--- src/rtl/serial_operand_tx.sv ---
// serial_operand_tx: bit-serial operand transmitter feeding a two-input bit-serial adder
//   clk          rising-edge clock
//   clear        asynchronous active-low reset
//   start        transfer request, sampled only while idle
//   a_in, b_in   parallel operands, captured on an accepted start
//   busy         high from the carry-clear cycle through the done cycle
//   s_a, s_b     serial operand bits, LSB first
//   shift_ctrl   high for exactly WIDTH cycles while bits are valid
//   carry_clr_n  active-low one-cycle clear for the downstream carry flop
//   done         one-cycle pulse after the last bit
module serial_operand_tx #(
  parameter int WIDTH = 4
) (
  input  logic             clk,
  input  logic             clear,
  input  logic             start,
  input  logic [WIDTH-1:0] a_in,
  input  logic [WIDTH-1:0] b_in,
  output logic             busy,
  output logic             s_a,
  output logic             s_b,
  output logic             shift_ctrl,
  output logic             carry_clr_n,
  output logic             done
);
  localparam int CW = $clog2(WIDTH) + 1;
  typedef enum logic [1:0] {IDLE, PREP, SHIFT, DONE} state_t;
  state_t state_q, state_d;
  logic [WIDTH-1:0] a_q, a_d, b_q, b_d;
  logic [CW-1:0] cnt_q, cnt_d;
  always_ff @(posedge clk or negedge clear) begin
    if (!clear) begin
      state_q <= IDLE;
      a_q     <= '0;
      b_q     <= '0;
      cnt_q   <= '0;
    end else begin
      state_q <= state_d;
      a_q     <= a_d;
      b_q     <= b_d;
      cnt_q   <= cnt_d;
    end
  end
  always_comb begin
    state_d = state_q;
    a_d     = a_q;
    b_d     = b_q;
    cnt_d   = cnt_q;
    case (state_q)
      IDLE: if (start) begin
        a_d     = a_in;
        b_d     = b_in;
        cnt_d   = '0;
        state_d = PREP;
      end
      PREP: state_d = SHIFT;
      SHIFT: begin
        a_d     = a_q >> 1;
        b_d     = b_q >> 1;
        cnt_d   = cnt_q + CW'(1);
        state_d = (cnt_q == CW'(WIDTH - 1)) ? DONE : SHIFT;
      end
      default: state_d = IDLE;
    endcase
  end
  // Serial bits are gated so they read 0 outside SHIFT.
  assign busy        = state_q != IDLE;
  assign shift_ctrl  = state_q == SHIFT;
  assign s_a         = shift_ctrl & a_q[0];
  assign s_b         = shift_ctrl & b_q[0];
  assign carry_clr_n = state_q != PREP;
  assign done        = state_q == DONE;
endmodule
--- config.mk ---
export PLATFORM = sky130hd
export DESIGN_NAME = serial_operand_tx
export DESIGN_NICKNAME = d
export VERILOG_FILES = /design/src/rtl/serial_operand_tx.sv
export SDC_FILE = /design/constraint.sdc
export NUM_CORES = 1
export LEC_CHECK = 0
export CAP_MARGIN = 20
export CELL_PAD_IN_SITES_DETAIL_PLACEMENT = 1
export CELL_PAD_IN_SITES_GLOBAL_PLACEMENT = 2
export CORE_MARGIN = 1
export CORE_UTILIZATION = 27
export DETAILED_ROUTE_END_ITERATION = 8
export GPL_TIMING_DRIVEN = 1
export HOLD_SLACK_MARGIN = 0.1
export PLACE_DENSITY = 0.79
export SYNTH_ARGS = -nofsm -noshare
export SYNTH_HDL_FRONTEND = slang
export SYNTH_SLANG_ARGS = --single-unit
--- constraint.sdc ---
create_clock -name clk -period 1.5 [get_ports clk]
set_clock_uncertainty 0.2 [all_clocks]
set_input_delay 0.15 -clock clk [delete_from_list [all_inputs] [get_ports clk]]
set_output_delay 0.15 -clock clk [all_outputs]
set_load 0.05 [all_outputs]
## After elaboration in Yosys (flattened, before gate mapping)

Index checks and enable logic that the tools add are counted.

- Flip-flop bits (word level): 13
- Bits in read-only memories: 0
- Bits in latches: 0
- RAM bits: 0
- Memories: 0
- Input port bits: 11

- Reduce and logical (&&, ||, !) cells: 4
- Eq/ne operators: 6
- Div/mod/pow operators: 0
- $mul: 0
- Multiplexer cells: 9
- Bitwise gates (word level): 2
- Shift-type cells: 0
- $add $sub $neg: 1
- $lt $le $gt $ge: 0

Operators with widths:

| kind | number |
|---|---|
| $pmux W4 S2 | 2 |
| $mux W4 | 2 |
| $pmux W2 S3 | 1 |
| $pmux W3 S2 | 1 |
| $eq A2 B2 Y1 const B | 2 |
| $reduce_bool A2 Y1 | 2 |
| $add A3 B1 Y3 const B | 1 |
| $eq A3 B2 Y1 const B | 1 |
| $mux W3 | 1 |
| $and A1 B1 Y1 | 2 |
| $eq A2 B1 Y1 const B | 1 |
| $logic_not A2 Y1 | 1 |
| $mux W2 | 1 |
| $ne A2 B1 Y1 const B | 1 |
| $ne A2 B2 Y1 const B | 1 |
| $reduce_and A2 Y1 | 1 |
| $mux W1 | 1 |

## Longest topological paths before layout

Gate-level depths: netlist of run 1.

- Depth after elaboration: 3
- Depth in mapped cells: 7

## Least setup slack after synthesis of run 1

No wires, ideal clock.

- Path kind: register to output
- Start: reg state_q[0]
- End: out s_a
- Stages on the path, launching flop included: 6
- Required time: 1.150 ns
- Slack: -0.627 ns
- Data arrival time: 1.777 ns
- Buffers on the path: 2
- Cells stage by stage: dfrtp_1 -> inv_1 -> ha_1 -> buf_6 -> buf_2 -> and2_1

- Longest elaborated chain between the ends: 2

RTL lines:

| element | RTL line | RTL |
|---|---|---|
| start, declared | 28 | `state_t state_q, state_d;` |
| start signal, assigned | 38 | `state_q <= state_d;` |
| $eq A2 B2 Y1 | 68 | `assign shift_ctrl = state_q == SHIFT;` |
| via shift_ctrl | 22 | `output logic shift_ctrl,` |
| $and A1 B1 Y1 | 69 | `assign s_a = shift_ctrl & a_q[0];` |
| end, declared | 20 | `output logic s_a,` |

The timed path passes the listed nets, and every way through them passes these cells.

## Final worst setup path of run 1

- Start: reg state_q[1]
- End: out s_b

- Longest elaborated chain between the ends: 2

RTL lines:

| element | RTL line | RTL |
|---|---|---|
| $eq A2 B2 Y1 | 68 |  |
| $and A1 B1 Y1 | 70 | `assign s_b = shift_ctrl & b_q[0];` |
| end, declared | 21 | `output logic s_b,` |

Every way passes these cells.

==> results by group, run 1 <==
GRT
  • Met1 usage: 0.1989
  • Grt met2 use: 0.3025
  • First-pass GRT wire length: a little over 4000 um
  • GRT Util Overall: 0.1632
  • Vias in the first global route: 888
  • Initial antenna violation count: 0
  • Met3 GRT Util: 0.02041
  • GR Overflow Total: 0
  • Largest net degree at the start of global routing: 14
  • Gr busiest metal: met2

Clock network
  • CTS tree: yes
  • Max clock buf depth: 2
  • CTS clk-pin slew, worst paths: 90 ps
  • Worst-skew pair later-pin latency: between 200 and 300 ps
  • H-tree depth: 1
  • Total CTS buffers: 3
  • Sink Count: 13
  • Clock root buffer master: clkbuf_4

Run status
  • Violations in the final reports: design-rule violations, negative setup slack
  • Status: finished, violations left

Setup path
  • Worst Setup End Kind: output pin
  • Reg2reg path depth: 7
  • Worst reg2reg path endpoint: a_q[3]
  • Crit path kind: reg -> out
  • Crit start category: register
  • Worst EP required: 1150 ps
  • Worst reg-to-reg setup slack: -160 ps
  • Worst-path fanout max: 7
  • CP Data Arrival Time: 1350 ps
  • RR Startpoint: state_q[0]

Route
  • Detailed router's first-iteration violation count: 11
  • First drt pass iteration count: 5
  • Routed Antenna Nets: 0
  • Drt wl/cell: 17.17 um
  • Routed vias: 843
  • DRC violations left: 2
  • Vias per std cell: 5.109
  • Final Routed Wirelength: 2833 um

STA
  • RSZ-0062 raised after global routing: true
  • Final Setup Violations: 19
  • Fmax: approximately 600 MHz
  • Final-report hold violation count: 0
  • Worst-Margin Slew: approximately 340 ps
  • Max_slew headroom: 0.7746
  • Max-slew violations: 0
  • WHS: 278.1 ps
  • Fin crit share: 1.132
  • Final Worst Setup Slack: -197.3 ps
  • Final min period: 1697 ps

Synth
  • Syn_area_per_cell: between 9 and 10 sq um
  • Post-Synthesis Cells: 84
  • Register area share after synthesis: 0.3976
  • #FFs+latches synth: 13
  • Synthesized net count: 101
  • Ys Warns: 0
  • Netlist cell types: 24
  • Post-Syn Area: 818.3 sq um

Finish
  • Reg area: around 330 sq um
  • Antenna fix cells: 0
  • Layout cell share with drive strength beyond 1: 0.5149
  • Finished Core Util: 0.5482
  • Net count reported at finish: 152
  • Area growth syn-to-layout: 87.92%
  • Area of the multi-input gates: 550.5 sq um
  • Layout fillers: 309
  • Fin area: 1538 sq um

Min path
  • Worst hold stages: 3
  • Worst Hold End: a_q[1]
  • Min-delay src: a_in[1]
  • Hold WC Path Type: in -> reg

Flow run
  • Max Cap Viol: 0

Floorplanning
  • Starting Density: 0.2917
  • Die W: 57.05 um
  • Die Ht: 57.05 um
  • Die area: 3255 sq um
  • Core area: 2805 sq um
  • Io pins: 17
  • Row cnt: 19

Placement
  • Routability cong.: ~0.72
  • Pre-CTS setup slack: -162.3 ps
  • I/O Buffers: 16
  • Placed instance area: around 1200 sq um
  • Hpwl dp: 1605 um

Pwr
  • Worst IR Drop VDD: roughly 1.2 mV
  • Power per cell area: about 2600 nW/um^2
  • Pleak: approximately 0.7 nW
[worst max-delay path by stage]
| stage | startpoint | end | slack (ps) | cells after the start |
|---|---|---|---|---|
| after floorplan | state_q[0] | a_q[0] | -190 | 6 |
| after global placement | start | a_q[2] | -140 | 5 |
| after detailed placement | start | b_q[1] | -160 | 5 |
| after CTS | state_q[0] | s_b | -170 | 5 |
| after global routing | state_q[1] | s_b | -230 | 4 |
| final | state_q[1] | s_b | -200 | 4 |
[synth_stat cells, drive strengths merged]
library cell  instances  area [sq um]
xnor2                 1         8.760
o211ai                1         7.510
and2                  2         12.51
mux2                  7         78.83
a21oi                 7         35.03
mux2i                 1         10.01
nand3b                2         15.01
o21ai                 4         20.01
nor2                  1         3.750
nand2                 4         15.01
nor2b                 1         6.260
o22ai                14         87.58
clkbuf                2         7.510
nand2b                1         6.260
dfrtp                13         325.3
ha                    6         75.07
inv                   9         33.78
buf                   4         35.03
a32oi                 1         8.760
o221ai                1         8.760
a22o                  2         17.52
[metrics by stage]
| step | total power [mW] | instances | setup TNS [ps] |
|---|---|---|---|
| 2_1_floorplan | 1.930 | 84 | -2143 |
| 5_1_grt | 4.255 | 165 | -3307 |
| 3_3_place_gp | 2.632 | 141 | -1109 |
| 3_5_place_dp | 2.708 | 141 | -1341 |
| 4_1_cts | 3.465 | 156 | -1915 |
| 6_report | 4.008 | 165 | -2358 |
[cell families after synthesis]
kind of cell               share of synthesized area
AOI/OAI and AO/OA                             0.2263
buffers and inverters                        0.09327
DFF                                           0.3976
and+or+nand+nor                              0.07186
muxes                                         0.1086
adders and majority gates                    0.09174
xor gates and xnor gates                     0.01071
[flip-flops by register name (all words and copies together), names as in the netlist]
register / count
a_q: 4
b_q: 4
cnt_q: 3
state_q: 2
[power breakdown]
| part | total, mW | switching [mW] | internal (mW) |
|---|---|---|---|
| Clock | 0.239 | 0.136 | 0.104 |
| Combinational | 3.06 | 1.32 | 1.73 |
| Sequential | 0.711 | 0.177 | 0.534 |
| Total | 4.01 | 1.64 | 2.37 |
[layer usage]
metal	share of wire	up-vias
met3	0.014	7
met5	0	-
met1	0.41	417
met2	0.55	14
li1	-	405
met4	0.025	0
[repair_timing]
action                     4_1_cts  5_1_grt
resized for setup               23       20
hold endpoints to repair        13        0
setup endpoints to repair       17       18
pin swaps                        4        6
hold buffers                     1        0
cloned                           0        1
buffers inserted                10        9
[worst max-delay path, stage by stage, from the launching register on]
cell,delay [ps]
dfrtp_2,450
ha_4,210
buf_6,120
and2_4,130
buf_12,140
[layout make-up]
type,count,share of cell area
clock buffers,4,0.01709
well taps,31,0.02522
repair buffers,52,0.3637
inverters,9,0.02360
multi-input cells,56,0.3580
flip-flops and latches,13,0.2124
[cell usage in the layout, fill, tap and decap left out, types with 2 or more instances in the layout]
master / count
and2_4: 2
a22o_1: 2
nand3b_1: 2
inv_1: 5
ha_4: 5
mux2_1: 3
dfrtp_1: 12
clkbuf_4: 3
o22ai_2: 4
buf_12: 6
buf_6: 11
inv_2: 3
o21ai_1: 4
o22ai_1: 10
a21oi_1: 7
clkdlybuf4s50_1: 10
nand2_1: 2
mux2_4: 4
buf_4: 22
Note: power is estimated with default switching activity, not from simulation.
==> run 2, diff against run 1 <==
==> constraint.sdc (replaced) <==
create_clock -name clk -period 1.5 [get_ports clk]
set_clock_uncertainty 0.2 [all_clocks]
set_input_delay 0.15 -clock clk [delete_from_list [all_inputs] [get_ports clk]]
set_output_delay 0.15 -clock clk [all_outputs]
set_load 0.01 [all_outputs]
==> run 2 against run 1 <==
Compared with the run above: the run ends with negative setup slack left; largest power group unchanged; routed wire length down 12%; setup slack better by 81 ps; sequential power up 3.2%; largest cell class is now multi-input combinational cells; non-clock buffer count down 19; maximum frequency up 5.0%; cell area down 15%; first-iteration DRC count down 45%; worst hold slack better by 33 ps; utilization down 8.3 points; via count down 11%; total power down 26%.
==> results by group, run 2 (synthesis results as in run 1) <==
Clock network
  • Sink Count: 13
  • H-tree depth: 1
  • CTS clk-pin slew, worst paths: 90 ps
  • CTS tree: yes
  • Clock root buffer master: clkbuf_4
  • Worst-skew pair later-pin latency: 270 ps
  • Total CTS buffers: 3
  • Max clock buf depth: 2

Finish
  • Layout fillers: 318
  • Most frequent cells in the layout: o22ai_2 (12), dfrtp_1 (12), buf_4 (11)
  • Layout cell share with drive strength beyond 1: 0.5043
  • Antenna fix cells: 0
  • Fin cells: 146
  • Top flop regs: a_q (4), b_q (4), cnt_q (3)
  • Net count reported at finish: 133
  • Area growth syn-to-layout: 59.48%

Placement
  • Routability cong.: 0.7058
  • Pre-CTS setup slack: -226.8 ps
  • Hpwl dp: 1498 um
  • I/O Buffers: 16
  • Placed insts: 140

Route
  • Drt wl/cell: 17.03 um
  • Final Routed Wirelength: about 2500 um
  • Routed vias: 748
  • Detailed router's first-iteration violation count: 6
  • First drt pass iteration count: 4
  • Routed Antenna Nets: 0
  • Vias per std cell: 5.123
  • DRC violations left: 0

Floorplanning
  • Io pins: 17
  • Row cnt: 19
  • Core area: 2805 sq um
  • Die W: between 50 and 60 um
  • Starting Density: 0.2917
  • Die area: 3255 sq um
  • Die Ht: around 57 um

Setup path
  • Worst EP required: around 1500 ps
  • Worst Setup End Kind: register
  • Crit path kind: reg -> reg
  • Worst-path fanout max: 6
  • CP Data Arrival Time: 1580 ps
  • Crit start category: register

STA
  • Final Setup Violations: 17
  • Max-slew violations: 0
  • Final Worst Setup Slack: -116.0 ps
  • Fin crit share: 1.077
  • Fmax: 618.8 MHz
  • Post-Route Setup TNS: -998.3 ps
  • RSZ-0062 raised after global routing: true
  • Worst-Margin Slew: 279.2 ps
  • Final-report hold violation count: 0
  • Final min period: ~1600 ps
  • Max_slew headroom: 0.8133

GRT
  • Vias in the first global route: 823
  • Initial antenna violation count: 0
  • GRT Util Overall: 0.1603
  • GR Overflow Total: 0
  • First-pass GRT wire length: 3912 um
  • Largest net degree at the start of global routing: 14

Pwr
  • Power per cell area: 2286 nW/um^2
  • Pleak: 0.5672 nW
  • Worst IR Drop VDD: 1.179 mV

Run status
  • Status: finished, violations left
  • Violations in the final reports: negative setup slack

Min path
  • Hold WC Path Type: in -> reg

Flow run
  • Max Cap Viol: 0
## run 2: changes by cell type in the layout (fill, tap and decap cells not counted), sizes merged
| cell | before | now |
|---|---|---|
| buf | 40 | 22 |
| clkbuf | 5 | 4 |
## run 2: repair_timing
item / CTS / global route
endpoints found under the setup margin: 17 / 18
setup buffers: 1 / 0
gates resized for setup: 54 / 11
hold endpoints to repair: 13 / 0
pin swaps: 19 / 6
hold buffers: 1 / 0
## run 2: area by class of cell
cell class              count  area [sq um]  share of cell area
multi-input cells          56         581.8              0.4458
flip-flops and latches     13         326.6              0.2502
repair buffers             33         297.8              0.2282
well taps                  31         38.79             0.02972
inverters                   9         33.78             0.02589
clock buffers               4         26.28             0.02013
## run 2: power breakdown
part | internal, mW | switching (mW)
sequential | 0.534 | 0.200
combinational | 1.11 | 0.911
clock | 0.103 | 0.121
total | 1.75 | 1.23
## run 2: path summary, 6_finish.rpt
| check | from | endpoint | slack, ps | cells past startpoint |
|---|---|---|---|---|
| setup / recovery | state_q[0] | b_q[2] | -120 | 6 |
| hold / removal | a_in[1] | a_q[1] | 310 | 3 |
| setup reg to reg | state_q[0] | b_q[2] | -120 | 6 |
| hold reg to reg | cnt_q[1] | cnt_q[1] | 350 | 2 |
| max in group asynchronous | clear | state_q[1] | 390 | 3 |
| min in group asynchronous | clear | a_q[0] | 530 | 3 |
## run 2: metrics by stage
stage	util	power, mW	area [sq um]	hold slack, ps
after floorplan	-	1.633	829.5	-345.6
after global placement	0.3916	2.157	1099	280.9
after detailed placement	0.3916	2.208	1099	280.4
after CTS	0.4514	2.765	1266	284.1
after global routing	0.4652	3.210	1305	305.5
final	0.4652	2.983	1305	311.6
## run 2: per-layer routing
layer / up-vias / routed length, um / track usage
met1: 367 / 1096 / 0.1946
met4: 0 / 23 / 0.06272
met5: - / 0 / 0
li1: 369 / - / -
met3: 2 / 53 / 0.02721
met2: 10 / 1312 / 0.2824
## run 2: critical path, stage by stage, from the launching register on
cell     delay, ps
dfrtp_1        410
inv_2           90
ha_4           170
buf_6          140
mux2_4         310
o22ai_2        140
a21oi_2         50
